--- src/rtl/dvi_timing_gen_pkg.sv ---
// Shared 800x600@60 raster constants, pixel type and sequencer state encoding.
package dvi_timing_pkg;

    localparam int H_ACTIVE = 800;
    localparam int H_FP     = 40;
    localparam int H_SYNC   = 128;
    localparam int H_BP     = 88;
    localparam int H_TOTAL  = H_ACTIVE + H_FP + H_SYNC + H_BP;

    localparam int V_ACTIVE = 600;
    localparam int V_FP     = 1;
    localparam int V_SYNC   = 4;
    localparam int V_BP     = 23;
    localparam int V_TOTAL  = V_ACTIVE + V_FP + V_SYNC + V_BP;

    localparam bit SYNC_POL = 1'b1;

    typedef logic [23:0] pixel_t;

    typedef enum logic {
        SYNCING = 1'b0,
        RUNNING = 1'b1
    } state_t;

endpackage

--- src/rtl/dvi_timing_gen_if.sv ---
// Upstream pixel stream handshake: source drives Video/VideoValid, sink returns VideoReady.
interface dvi_timing_gen_if;
    import dvi_timing_pkg::*;

    pixel_t Video;
    logic   VideoValid;
    logic   VideoReady;

    modport master (output Video, output VideoValid, input VideoReady);
    modport slave  (input Video, input VideoValid, output VideoReady);

endinterface

--- src/rtl/dvi_timing_gen_raster_counter.sv ---
// Free-running hcnt/vcnt raster position with active/sync window decode and frame strobes.
// Decodes are combinational from the counter registers; they never stall.
module raster_counter
#(
    parameter int H_ACTIVE = 800,
    parameter int H_FP     = 40,
    parameter int H_SYNC   = 128,
    parameter int H_BP     = 88,
    parameter int V_ACTIVE = 600,
    parameter int V_FP     = 1,
    parameter int V_SYNC   = 4,
    parameter int V_BP     = 23
)
(
    input  logic clock,
    input  logic reset,
    output logic active,
    output logic hsyncOn,
    output logic vsyncOn,
    output logic frameEnd,
    output logic frameTop
);

    localparam int H_TOTAL = H_ACTIVE + H_FP + H_SYNC + H_BP;
    localparam int V_TOTAL = V_ACTIVE + V_FP + V_SYNC + V_BP;
    localparam int HW      = $clog2(H_TOTAL);
    localparam int VW      = $clog2(V_TOTAL);

    logic [HW-1:0] hcnt;
    logic [VW-1:0] vcnt;
    logic          lineEnd;
    logic          lastLine;

    assign lineEnd  = int'(hcnt) == H_TOTAL - 1;
    assign lastLine = int'(vcnt) == V_TOTAL - 1;

    always_ff @(posedge clock or negedge reset) begin
        if (!reset) begin
            hcnt <= '0;
            vcnt <= '0;
        end else if (lineEnd) begin
            hcnt <= '0;
            vcnt <= lastLine ? '0 : vcnt + VW'(1);
        end else begin
            hcnt <= hcnt + HW'(1);
        end
    end

    assign active   = (int'(hcnt) < H_ACTIVE) && (int'(vcnt) < V_ACTIVE);
    assign hsyncOn  = (int'(hcnt) >= H_ACTIVE + H_FP) && (int'(hcnt) < H_ACTIVE + H_FP + H_SYNC);
    // vsync spans whole lines, so it only looks at vcnt and flips on the hcnt=0 boundary.
    assign vsyncOn  = (int'(vcnt) >= V_ACTIVE + V_FP) && (int'(vcnt) < V_ACTIVE + V_FP + V_SYNC);
    assign frameEnd = lineEnd && lastLine;
    assign frameTop = (hcnt == '0) && (vcnt == '0);

endmodule

--- src/rtl/dvi_timing_gen.sv ---
// DVI raster generator: pulls one upstream pixel per active cycle, emits registered RGB/DE/syncs.
// Outputs lag the counter position by one clock; raster never stalls, missing pixels flag underflow.
module dvi_timing_gen
    import dvi_timing_pkg::*;
#(
    parameter int H_ACTIVE = dvi_timing_pkg::H_ACTIVE,
    parameter int H_FP     = dvi_timing_pkg::H_FP,
    parameter int H_SYNC   = dvi_timing_pkg::H_SYNC,
    parameter int H_BP     = dvi_timing_pkg::H_BP,
    parameter int V_ACTIVE = dvi_timing_pkg::V_ACTIVE,
    parameter int V_FP     = dvi_timing_pkg::V_FP,
    parameter int V_SYNC   = dvi_timing_pkg::V_SYNC,
    parameter int V_BP     = dvi_timing_pkg::V_BP,
    parameter bit SYNC_POL = dvi_timing_pkg::SYNC_POL
)
(
    input  logic                   clock,
    input  logic                   reset,
    dvi_timing_gen_if.slave        vid,
    output pixel_t                 dvi_rgb,
    output logic                   dvi_de,
    output logic                   dvi_hsync,
    output logic                   dvi_vsync,
    output logic                   underflow,
    output logic                   frame_start
);

    state_t state;
    logic   active;
    logic   hsyncOn;
    logic   vsyncOn;
    logic   frameEnd;
    logic   frameTop;
    logic   pixelSlot;

    raster_counter #(
        .H_ACTIVE (H_ACTIVE),
        .H_FP     (H_FP),
        .H_SYNC   (H_SYNC),
        .H_BP     (H_BP),
        .V_ACTIVE (V_ACTIVE),
        .V_FP     (V_FP),
        .V_SYNC   (V_SYNC),
        .V_BP     (V_BP)
    ) uRaster (
        .clock    (clock),
        .reset    (reset),
        .active   (active),
        .hsyncOn  (hsyncOn),
        .vsyncOn  (vsyncOn),
        .frameEnd (frameEnd),
        .frameTop (frameTop)
    );

    // Pixels are only pulled once aligned to a frame top, so upstream pixel 0 lands at (0,0).
    assign pixelSlot      = (state == RUNNING) && active;
    assign vid.VideoReady = pixelSlot;

    always_ff @(posedge clock or negedge reset) begin
        if (!reset) begin
            state       <= SYNCING;
            dvi_rgb     <= '0;
            dvi_de      <= 1'b0;
            dvi_hsync   <= ~SYNC_POL;
            dvi_vsync   <= ~SYNC_POL;
            underflow   <= 1'b0;
            frame_start <= 1'b0;
        end else begin
            case (state)
                SYNCING: if (frameEnd) state <= RUNNING;
                RUNNING: state <= RUNNING;
                default: state <= SYNCING;
            endcase
            dvi_rgb     <= (pixelSlot && vid.VideoValid) ? vid.Video : '0;
            dvi_de      <= pixelSlot;
            dvi_hsync   <= hsyncOn ? SYNC_POL : ~SYNC_POL;
            dvi_vsync   <= vsyncOn ? SYNC_POL : ~SYNC_POL;
            underflow   <= underflow | (pixelSlot && !vid.VideoValid);
            frame_start <= (state == RUNNING) && frameTop;
        end
    end

endmodule
--- src/flat_wrapper.sv ---
// flat-port wrapper written by rule: the top's interface ports become plain ports
module dvi_timing_gen_flat import dvi_timing_pkg::*;
#(
    parameter int H_ACTIVE = dvi_timing_pkg::H_ACTIVE,
    parameter int H_FP     = dvi_timing_pkg::H_FP,
    parameter int H_SYNC   = dvi_timing_pkg::H_SYNC,
    parameter int H_BP     = dvi_timing_pkg::H_BP,
    parameter int V_ACTIVE = dvi_timing_pkg::V_ACTIVE,
    parameter int V_FP     = dvi_timing_pkg::V_FP,
    parameter int V_SYNC   = dvi_timing_pkg::V_SYNC,
    parameter int V_BP     = dvi_timing_pkg::V_BP,
    parameter bit SYNC_POL = dvi_timing_pkg::SYNC_POL
)
  (clock, reset, dvi_rgb, dvi_de, dvi_hsync, dvi_vsync, underflow, frame_start, vid_Video, vid_VideoValid, vid_VideoReady);
  dvi_timing_gen_if vid_i ();
  input  logic clock;
  input  logic reset;
  output pixel_t dvi_rgb;
  output logic dvi_de;
  output logic dvi_hsync;
  output logic dvi_vsync;
  output logic underflow;
  output logic frame_start;
  input wire logic [$bits(vid_i.Video)-1:0] vid_Video;
  input wire logic [$bits(vid_i.VideoValid)-1:0] vid_VideoValid;
  output wire logic [$bits(vid_i.VideoReady)-1:0] vid_VideoReady;
  assign vid_i.Video = vid_Video;
  assign vid_i.VideoValid = vid_VideoValid;
  assign vid_VideoReady = vid_i.VideoReady;
  dvi_timing_gen #(.H_ACTIVE(H_ACTIVE), .H_FP(H_FP), .H_SYNC(H_SYNC), .H_BP(H_BP), .V_ACTIVE(V_ACTIVE), .V_FP(V_FP), .V_SYNC(V_SYNC), .V_BP(V_BP), .SYNC_POL(SYNC_POL)) u_core (.clock(clock), .reset(reset), .vid(vid_i), .dvi_rgb(dvi_rgb), .dvi_de(dvi_de), .dvi_hsync(dvi_hsync), .dvi_vsync(dvi_vsync), .underflow(underflow), .frame_start(frame_start));
endmodule
--- config.mk ---
export PLATFORM = sky130hd
export DESIGN_NAME = dvi_timing_gen_flat
export DESIGN_NICKNAME = d
export VERILOG_FILES = /design/src/rtl/dvi_timing_gen_pkg.sv /design/src/rtl/dvi_timing_gen_if.sv /design/src/rtl/dvi_timing_gen_raster_counter.sv /design/src/rtl/dvi_timing_gen.sv /design/src/flat_wrapper.sv
export SDC_FILE = /design/constraint.sdc
export NUM_CORES = 1
export LEC_CHECK = 0
export ABC_CLOCK_PERIOD_IN_PS = 2750
export BUFFER_PORTS_ARGS = -buffer_cell sky130_fd_sc_hd__buf_2
export CORE_ASPECT_RATIO = 1.5
export CORE_UTILIZATION = 45
export CTS_CLUSTER_DIAMETER = 150
export CTS_CLUSTER_SIZE = 10
export DETAILED_ROUTE_END_ITERATION = 12
export PLACE_DENSITY = 0.8
export SLEW_MARGIN = 30
export SYNTH_ARGS = -nofsm -noshare
export SYNTH_HDL_FRONTEND = slang
export SYNTH_SLANG_ARGS = --single-unit
--- constraint.sdc ---
create_clock -name clock -period 2.75 [get_ports clock]
set_input_delay 0.1375 -clock clock [delete_from_list [all_inputs] [get_ports clock]]
set_output_delay 0.1375 -clock clock [all_outputs]
set_load 0.1 [all_outputs]
# --- Word level (Yosys, flattened, before mapping) ---
# Cells that the tools add are included.
totals:
  ff_bits: 51
  inputBits: 27
  out_inout_bits: 30
  word_cells: 40
classes:
  add_sub_neg: 2
  n_lt_le_gt_ge: 6
  n_eq_ne: 2
  muxes: 7
  n_bitwise: 2
  reduce_logical: 12
op_table:
  columns: ["op", "count"]
  rows:
  - ["$mux W24", 1]
  - ["$lt A11 B10 Y1 const B", 2]
  - ["$lt A10 B10 Y1 const B", 2]
  - ["$add A11 B1 Y11 const B", 1]
  - ["$eq A11 B11 Y1 const B", 1]
  - ["$ge A11 B10 Y1 const B", 1]
  - ["$logic_not A11 Y1", 1]
  - ["$mux W11", 1]
  - ["$add A10 B1 Y10 const B", 1]
  - ["$eq A10 B10 Y1 const B", 1]
  - ["$ge A10 B10 Y1 const B", 1]
  - ["$logic_not A10 Y1", 1]
  - ["$mux W10", 1]
  - ["$logic_and A1 B1 Y1", 9]
  - ["$mux W1", 3]
  - ["$pmux W1 S2", 1]
  - ["$logic_not A1 Y1", 1]
  - ["$not A1 Y1", 1]
  - ["$or A1 B1 Y1", 1]

# --- Depth between registers and ports, before layout ---
# Gate-level depths: netlist of run 1.
depth:
  depth_word: 5
  mapped_depth: 6
  ltp_nobuf: 5

# --- Hierarchy ---
# A second synthesis of run 1 with hierarchy kept.
unflattened:
  cells_unflattened: 195
  area_unflattened_um2: 2169.6
modules_own_cells:
  columns: ["mod", "n_inst", "cells_per_inst", "area_per_inst_um2", "seq_area_each_um2"]
  rows:
  - ["raster_counter", 1, 133, 1186.1, 525.5]
  - ["dvi_timing_gen", 1, 62, 983.4, 750.7]

# --- Worst setup path after synthesis of run 1 ---
# No wires, ideal clock.
synth_path:
  kind: "reg2reg"
  from: "reg u_core.uRaster.vcnt[3]"
  to: "reg u_core.underflow"
  setup_time_ns: 0.073
  t_arrival_ns: 3.312
  required_ns: 2.677
  slack_ns: -0.634
  path_stages_with_launch: 6
  n_path_buf: 1
  period_less_slack_ns: 3.384
  path_cell_list: "dfrtp_1 > buf_2 > and2_1 > o21a_1 > nor3_1 > a21o_1"
synth_between:
  elab_chain_len: 5
synth_rtl:
  columns: ["item", "line_no", "source"]
  rows:
  - ["from (decl)", "dvi_timing_gen_raster_counter.sv:30", "logic [VW-1:0] vcnt;"]
  - ["from (signal assigned)", "dvi_timing_gen_raster_counter.sv:43", "vcnt <= lastLine ? '0 : vcnt + VW'(1);"]
  - ["$lt A10 B10 Y1", "dvi_timing_gen_raster_counter.sv:49", "assign active = (int'(hcnt) < H_ACTIVE) && (int'(vcnt) < V_ACTIVE);"]
  - ["$logic_and A1 B1 Y1", "dvi_timing_gen_raster_counter.sv:49", null]
  - ["$logic_and A1 B1 Y1", "dvi_timing_gen.sv:56", "assign pixelSlot = (state == RUNNING) && active;"]
  - ["via vid_VideoReady", "flat_wrapper.sv:26", "output wire logic [$bits(vid_i.VideoReady)-1:0] vid_VideoReady;"]
  - ["$logic_and A1 B1 Y1", "dvi_timing_gen.sv:78", "underflow <= underflow | (pixelSlot && !vid.VideoValid);"]
  - ["$or A1 B1 Y1", "dvi_timing_gen.sv:78", null]
  - ["to (signal assigned)", "dvi_timing_gen.sv:78", null]
  - ["to (decl)", "dvi_timing_gen.sv:24", "output logic underflow,"]
# The timed path passes the listed nets, and every way through them passes these cells.
# A chain may end at the register's enable or synchronous reset.

# --- Worst setup path in the final report of run 1 ---
layout_path:
  from: "reg u_core.uRaster.hcnt[10]"
  to: "out vid_VideoReady"
layout_between:
  elab_chain_len: 3
layout_rtl:
  columns: ["item", "line_no", "source"]
  rows:
  - ["from (decl)", "dvi_timing_gen_raster_counter.sv:29", "logic [HW-1:0] hcnt;"]
  - ["from (signal assigned)", "dvi_timing_gen_raster_counter.sv:45", "hcnt <= hcnt + HW'(1);"]
  - ["$lt A11 B10 Y1", "dvi_timing_gen_raster_counter.sv:49", null]
  - ["$logic_and A1 B1 Y1", "dvi_timing_gen_raster_counter.sv:49", null]
  - ["$logic_and A1 B1 Y1", "dvi_timing_gen.sv:56", null]
  - ["to (decl)", "flat_wrapper.sv:26", null]
# Every way passes these cells.

==> summary.md, run 1 <==
The flow ran to the end, and the final reports show no timing, DRC or antenna violations. The critical path launch point type is a flip-flop. Input and output buffers added on the ports amount to 56.

The flip-flop cell with the highest count after synthesis was dfrtp_1. For this design the static power due to leakage is 1.38 nW. Of the total power, combinational logic draws 2.6%. The number of max-cap violations was 0; the cell area after synthesis was 2220 um2. Leaving out fill and tap cells, the most frequent cell in the layout is buf_2. Of the total power, the share spent switching nets is 22.2%. For the count of H-tree levels built during CTS, the log shows 2.

Worst IR drop on VDD: 0.427 mV. The slowest stage of the critical path is the dfrtp_1 cell. The detail route stage leaves a number of antenna-violating nets equal to 0. In the global route stage, met3 resource usage came out at 5.32%. Across all register-to-register paths, the minimum setup slack is 0.80 ns. After detailed routing, the number of remaining DRC violations is 0. The tools report the number of global-route vias before repair as 1640. The tools report the global-route wire length before repair as 6770 um. The share of async-settable or async-resettable flops after synthesis was 100%; the via density per instance was 5.03. No sink is reached through more buffers than the 2 on the longest clock path. TritonCTS built the clock tree. The largest clock skew in the final design was 0.00314 ns; the share of total power in sequential cells was 61.5%. Internal power comes to 0.948 mW.

The number of different library cells used by synthesis comes to 38. After floorplanning, the core was sized to cover 4770 um2. In the final layout, the share of cells above drive strength 1 is 29.0%. Data on the critical path is required at its endpoint by 2.61 ns. In this run the power density over the cells is 460 nW/um2. The library cells used most frequently in the layout, excluding fill and tap cells, are 55 x buf_2, 51 x dfrtp_1, 27 x and2_1.

At the pin with the least slew margin, the transition time is 0.822 ns. For met1 alone, demand over resource in global routing was 17.7%. Setup repair after global routing left no endpoint under its margin. After global routing the overflow that remains totals 0.

The floorplan step defined a die boundary enclosing 5230 um2. Measured against its own limit, the worst slew margin works out to 44.8%. The critical path goes through nor2b_1 -> o21ai_0 -> nor3_2 -> buf_2. The peak clock frequency supported by timing is 478 MHz, and the maximum fanout along the worst path is 6. The total negative setup slack is 0 ns, and the half-perimeter wire length of the detailed placement result is 3030 um.

The design area is 2650 um2, and the highest cell delay on the worst timing path is 0.48 ns. Family with the most delay on the worst path: flip-flops. Detailed routing inserted a total of 1600 vias. Kind of capture point of the worst setup path: an output pin. The share of power burned in the clock network is 35.9%, and the count of endpoints failing setup in the final report is 0. The antenna diode count was 0.

The final-report hold violation count was 0. The count of flip-flops with a built-in enable after synthesis came out at 0. Clock latency on the worst-skew pair, taken at its later pin, is 0.30 ns. Standard cell area after detailed placement: 2550 um2. After global routing, the most crowded layer is met2.

The count of pins over their slew limit was 0. Global routing used 31.3% of the available met2 tracks. Cell at the root of the clock tree: clkbuf_8. The post-layout net count was 284.

Of the available clock period, the critical path in the final layout requires 76.0%. At the end of routability-driven placement, the weighted congestion stood at 0.861. Clock-pin slew was measured on the worst setup and hold paths at 0.09 ns. Compared with the post-synthesis result, the final layout area differs by 19.1%. For the sink count of the clock tree, the log shows 51. The logs give 52 for the maximum number of pins on one net before global-route repair and 429 for the filler cell count in the final layout. Path type of the worst min-delay path: primary input to flip-flop. Counting flops and latches in the post-synthesis netlist gives 51.

The die is 59.4 um wide. After detailed routing, the average wire length per cell comes to 12.9 um. The analysis attributes to net switching a power of 0.271 mW.

The count of buffer and inverter cells on the critical path is 1, and the quantity of gates resized following cts is 0. The routed design could run at a clock period as short as 2.09 ns. The overall fraction of global-route tracks in use was 17.7%; the fraction of the yosys area taken by sequential cells was 57.4%. The total number of yosys warnings is 0, and the number of CTS-inserted buffers is 5. The mean instance size in the synthesized netlist works out to 11.6 um2.

The starting utilization of the core area came out at 46.6%. 57 I/O pins were placed. The run gives 1.95 ns as the arrival time of the worst setup path. The kind of critical path is flip-flop to output pin.

The final layout contains routed wiring with a total length of 4100 um. The run gives 0 as the number of antenna violations at the first check in global routing. The die is 88.1 um tall. The number of instances in the synthesized netlist is 192, and the post-synth net total is 225.

The first-iteration detailed-routing DRC count was 38; the number of iterations in the first detailed-routing pass was 5. After floorplanning, the core was divided into 31 placement rows.
==> metrics by stage <==
stage	hold WS [ns]	power, mW	util, %	instances	setup WS (ns)
after floorplan	-0.158	0.765	-	192	0.302
after global placement	0.344	0.795	53.4	309	0.873
after detailed placement	0.198	0.796	53.4	309	0.802
after CTS	0.0193	1.24	55.5	318	0.654
after global routing	0.0160	1.27	55.5	318	0.576
final	0.0291	1.22	55.5	318	0.659
==> power groups by stage <==
stage | combinational [mW] | sequential (mW) | clock, mW
6_report | 0.0318 | 0.749 | 0.437
5_1_grt | 0.0371 | 0.749 | 0.482
4_1_cts | 0.0334 | 0.749 | 0.456
3_5_place_dp | 0.0323 | 0.764 | 0
3_3_place_gp | 0.0310 | 0.764 | 0
2_1_floorplan | 0.00108 | 0.764 | 0
==> flip-flops by register name, summed over array words and instances, names as in the netlist <==
signal,cells
u_core.dvi_de,1
u_core.dvi_hsync,1
u_core.dvi_rgb,24
u_core.dvi_vsync,1
u_core.frame_start,1
u_core.state,1
u_core.uRaster.hcnt,11
u_core.uRaster.vcnt,10
u_core.underflow,1
==> cells in the mapped netlist, types with 2 or more instances <==
cell type  instances  area, um2
a21oi_1            4       20.0
and3_1             2       12.5
nand2_1           10       37.5
and2_1            27        169
xor2_1             6       52.6
nand3_1            6       30.0
xnor2_1            5       43.8
buf_6              3       33.8
mux2_2             2       22.5
o21ai_0            5       25.0
nand4_1            6       37.5
dfrtp_1           51       1280
inv_1              9       33.8
nor2_1            15       56.3
nor3_1             7       35.0
a22o_1             3       26.3
and4_1             3       26.3
a21o_1             3       22.5
ha_1               6       75.1
==> metal layers <==
metal	share of wire (%)	up-vias	wire length, um
met5	0	-	0
met4	2.7	0	112
met3	6.0	11	246
met2	55	60	2240
met1	37	759	1500
li1	-	770	-
==> worst register-to-register path: stages (launching register included) <==
cell and delay, ns:
dfrtp_1 0.42, ha_1 0.23, and4_4 0.28, and4_1 0.47
o21ai_0 0.20, a22o_1 0.26
==> what timing repair did <==
item / 4_1_cts / 5_1_grt
endpoints found under the hold margin: 51 / 0
setup buffers: 0 / 0
hold buffers: 1 / 0
==> area by class of cell <==
class / instances / area (um2) / share of cell area [%]
flip-flops and latches: 51 / 1280 / 48.2
clock buffers: 5 / 68.8 / 2.60
multi-input cells: 127 / 873 / 33.0
well taps: 66 / 82.6 / 3.12
repair buffers: 57 / 293 / 11.0
inverters: 9 / 33.8 / 1.27
clock inverters: 3 / 22.5 / 0.850
==> path summary, 6_finish.rpt <==
check / start / to / cells after the start
worst min register to register: u_core.underflow / u_core.underflow / 1
worst max register to register: u_core.uRaster.hcnt[0] / u_core.uRaster.vcnt[6] / 5
min in group asynchronous: reset / u_core.dvi_vsync / 2
worst min-delay path: vid_Video[2] / u_core.dvi_rgb[2] / 2
max in group asynchronous: reset / u_core.uRaster.hcnt[4] / 2
worst max-delay path: u_core.uRaster.hcnt[10] / vid_VideoReady / 4
==> kinds of logic after synthesis <==
group	count (synthesis)	share of synthesized area [%]
XOR/XNOR	11	4.33
AND/OR/NAND/NOR	87	24.1
multiplexers	3	1.46
AO/OA/AOI/OAI	20	5.79
flip-flops	51	57.4
buffers and inverters	14	3.60
adder cells (fa/ha/maj)	6	3.37
No activity file was read; power rests on OpenSTA's default activity.
==> run 2: changes to the inputs <==
--- a/config.mk
+++ b/config.mk
@@ -5,14 +5,15 @@
 export SDC_FILE = /design/constraint.sdc
 export NUM_CORES = 1
 export LEC_CHECK = 0
-export ABC_CLOCK_PERIOD_IN_PS = 2750
+export ABC_AREA = 1
+export ABC_CLOCK_PERIOD_IN_PS = 2000
 export BUFFER_PORTS_ARGS = -buffer_cell sky130_fd_sc_hd__buf_2
 export CORE_ASPECT_RATIO = 1.5
 export CORE_UTILIZATION = 45
 export CTS_CLUSTER_DIAMETER = 150
 export CTS_CLUSTER_SIZE = 10
 export DETAILED_ROUTE_END_ITERATION = 12
-export PLACE_DENSITY = 0.8
+export PLACE_DENSITY = 0.79
 export SLEW_MARGIN = 30
 export SYNTH_ARGS = -nofsm -noshare
 export SYNTH_HDL_FRONTEND = slang
==> constraint.sdc (replaced) <==
create_clock -name clock -period 2 [get_ports clock]
set_input_delay 0.1 -clock clock [delete_from_list [all_inputs] [get_ports clock]]
set_output_delay 0.1 -clock clock [all_outputs]
set_load 0.1 [all_outputs]
==> summary.md, run 2 <==
The detailed-route wire length is 5340 um (+30%). The count of pins over their slew limit came out at 0 (unchanged). In this run the critical register-to-register path is launched from u_core.uRaster.hcnt[0]. For the number of max-cap violations, the log shows 0 (unchanged). The worst hold path begins at vid_Video[8]. Compared with the post-synthesis result, the final layout area differs by 25.1%. The final-report hold violation count was 1 (+1).

Cell area after synthesis: 2380 um2 (+7.1%). The global placement routability congestion is 0.928 (+7.8%). The global-route wire length before repair was 9140 um (+35%); the power density relative to cell area was 585 nW/um2 (+27%).

For the maximum number of pins on one net before global-route repair, the log shows 25 (-52%). Number of instances in the synthesized netlist: 274 (+43%). The run gives 51 (unchanged) as the sink count of the clock tree.

The register bit count reported by yosys was 51 (unchanged). The depth of the worst register-to-register path is 6 (+1), and the number of iterations in the first detailed-routing pass is 6 (+1). In the synthesized netlist the dominant register cell turns out to be dfrtp_1.

The tools report the via count of the routed design as 1997 (+25%). The mean instance size in the synthesized netlist is 8.69 um2 (-25%). For the total number of yosys warnings, the log shows 0 (unchanged). Path type of the worst min-delay path: primary input to flip-flop. In this run the critical register-to-register path is captured at u_core.uRaster.vcnt[7].

The maximum fanout along the worst path came out at 6 (unchanged). The final reports fail on negative hold slack. CTS placed an instance of clkbuf_8 at the clock tree root.

The antenna diode count came out at 0 (unchanged). The starting utilization of the core area is 46.5% (-0.15 points), and the maximum buffer depth of the clock tree is 2 (unchanged). The mean routed wirelength per cell was 12.7 um (-1.2%); the post-layout net count was 383 (+35%). The floorplan die height was 91.1 um (+3.4%). Leaving out fill and tap cells, the most frequent cell in the layout is buf_2. The run gives 307 (+36%) as the post-synth net total. For the area of the core, the log shows 5120 um2 (+7.4%).

The final hold slack is -0.000612 ns (-0.0297 ns). TritonCTS built the clock tree. Setup repair after global routing left no endpoint under its margin. The worst setup path is captured at an output pin.

The number of remaining DRC errors came out at 0 (unchanged). The number of global-route vias before repair was 2100 (+28%); the count of H-tree levels built during CTS was 2 (unchanged). The tools report the first-iteration detailed-routing DRC count as 63 (+66%). The worst setup path is launched from a flip-flop. The share of async-settable or async-resettable flops after synthesis is 100% (unchanged).

The most critical setup path has its startpoint at u_core.uRaster.vcnt[8]. The number of CTS-inserted buffers was 5 (unchanged); the via density per instance was 4.77 (-5.3%). The overall fraction of global-route tracks in use is 21.9% (+4.2 points), and the I/O pin count is 57 (unchanged). inv_1 is the most common cell in the netlist. The latest clock arrival within the worst-skew pair was 0.31 ns (about the same); the count of endpoints failing setup in the final report was 0 (unchanged).

The ratio of cells with drive above 1 in the final layout came out at 23.4% (-5.6 points). The path with the worst hold slack has its endpoint at u_core.dvi_rgb[8]. The logs give 392 (+27%) for the number of placed cells counting well taps and 1.70 ns (-0.25 ns) for the arrival time of the worst setup path.

The floorplan die width works out to 61.4 um (+3.4%). The worst hold path stage count is 3 (+1). The number of rows in the core area is 32 (+3.2%), and the reg2reg setup slack is 0.36 ns (-0.44 ns). The clock-pin slew reported for the worst setup and hold paths after clock tree synthesis is 0.10 ns (about the same). The logs give 0 (unchanged) for the total congestion overflow and 1.90 ns (-0.71 ns) for the endpoint required time on the critical path.

Half-perimeter wire length of the detailed placement result: 3390 um (+12%). The number of flip-flops under the largest register name works out to 24 (unchanged). The run gives 24 (-37%) as the count of unique library cells instantiated by Yosys. The number of non-filler instances in the completed layout was 419 (+32%).

Counting instances in the post-synthesis netlist gives the leading cell types as 54 x inv_1, 51 x dfrtp_1, 46 x nand2_1. The utilization after layout was 58.2% (+2.6 points); the peak clock frequency supported by timing was 554 MHz. The worst IR drop on VDD is 0.550 mV (+29%), and the number of input and output port buffers inserted is 56 (unchanged). The power consumption came out at 1.74 mW (+43%).

The area enclosed by the die boundary came out at 5600 um2 (+6.9%). The flow ran to the end, but the final reports show violations. The tools report the leakage power as 1.71 nW (+24%). Yosys attributes the largest share of cell area to dfrtp_1 54%, inv_1 8.5%, nand2_1 7.2%. Kind of critical path: flip-flop to output pin. The final critical path takes up 90.2% of the cycle. Area fraction of the dominant cell type after synthesis: 53.6% (-3.8 points). The tools report the fraction of the yosys area taken by sequential cells as 53.6% (-3.8 points). The run gives 0 (unchanged) as the number of nets with antenna violations after routing. The leading area contributor after synthesis is dfrtp_1.

Largest clock skew in the final design: 0.0101 ns (+0.00701 ns). The largest registers in the layout are u_core.dvi_rgb (24), u_core.uRaster.hcnt (11), u_core.uRaster.vcnt (10). The minimum period implied by the final worst setup slack was 1.80 ns; the count of flip-flops with a built-in enable after synthesis was 0 (unchanged). The worst-margin pin slew is 0.531 ns (-0.290 ns), and the number of antenna violations at the first check in global routing is 0 (unchanged). In the layout the commonest cells are 55 x buf_2, 54 x inv_1, 51 x dfrtp_1. The total negative setup slack is 0 ns (unchanged), and the relative slew slack is 64.6% (+20 points). Register with the highest flop count: u_core.dvi_rgb.
## run 2: cell types whose count changed after synthesis, moves of 4 or more
cell     delta
inv_1      +45
buf_2       +4
nor3_1      -4
and2_1     -27
nor2_1     +23
nor2_2     +14
xnor2_1     -5
nand2_1    +36
nand3_1    +15
## run 2: cells by family (layout without fill, tap and decap cells)
group	after synthesis	count (layout)	share of synthesized area, %
AOI/OAI and AO/OA	16	16	3.78
and+or+nand+nor	131	131	25.4
adders and majority gates	6	6	3.15
xor gates and xnor gates	8	8	2.94
buffers and inverters	62	139	11.2
DFF	51	51	53.6
## run 2: worst max-delay path by stage
stage / end / slack (ns)
after floorplan: u_core.dvi_de / 0.36
after global placement: u_core.uRaster.vcnt[7] / 0.46
after detailed placement: u_core.uRaster.vcnt[7] / 0.41
after CTS: vid_VideoReady / 0.10
after global routing: vid_VideoReady / 0.09
final: vid_VideoReady / 0.20
## run 2: metal layers
layer	up-vias	routed length, um	global-route usage [%]	part of all wire [%]
met5	-	0	0	0
met4	0	168	9.81	3.1
met3	19	329	6.27	6.2
met2	68	2840	36.6	53
met1	938	2000	25.2	37
li1	972	-	-	-
## run 2: area by class of cell
class | instances | area [um2]
Fill cell | 440 | 2140
Sequential cell | 51 | 1280
Multi-Input combinational cell | 161 | 840
Timing Repair Buffer | 77 | 488
Inverter | 54 | 203
Tap cell | 68 | 85.1
Clock buffer | 6 | 72.6
Clock inverter | 2 | 16.3
## run 2: report_power, final
group / total, mW / switching [mW] / internal (mW)
sequential: 1.03 / 0.000569 / 1.03
clock: 0.609 / 0.357 / 0.252
combinational: 0.102 / 0.0524 / 0.0494
## run 2: timing repair
item | CTS | global route
buffers inserted | 0 | 0
hold buffers | 19 | 0
setup endpoints to repair | 0 | 1
resized for setup | 0 | 1
endpoints found under the hold margin | 40 | 0
## run 2: critical path: stages (launching register included)
cell      delay, ns
dfrtp_1        0.44
nor2_2         0.16
nand3_1        0.10
or2_4          0.26
nand3_1        0.09
inv_1          0.06
clkbuf_4       0.27
## run 2: through the flow
step	worst slack (ns)	area (um2)	hold slack, ns
6_report	0.196	2980	-0.000612
5_1_grt	0.0867	2980	0.00117
4_1_cts	0.102	2980	0.00431
3_5_place_dp	0.412	2700	0.112
3_3_place_gp	0.463	2700	0.103
2_1_floorplan	0.357	2380	-0.196
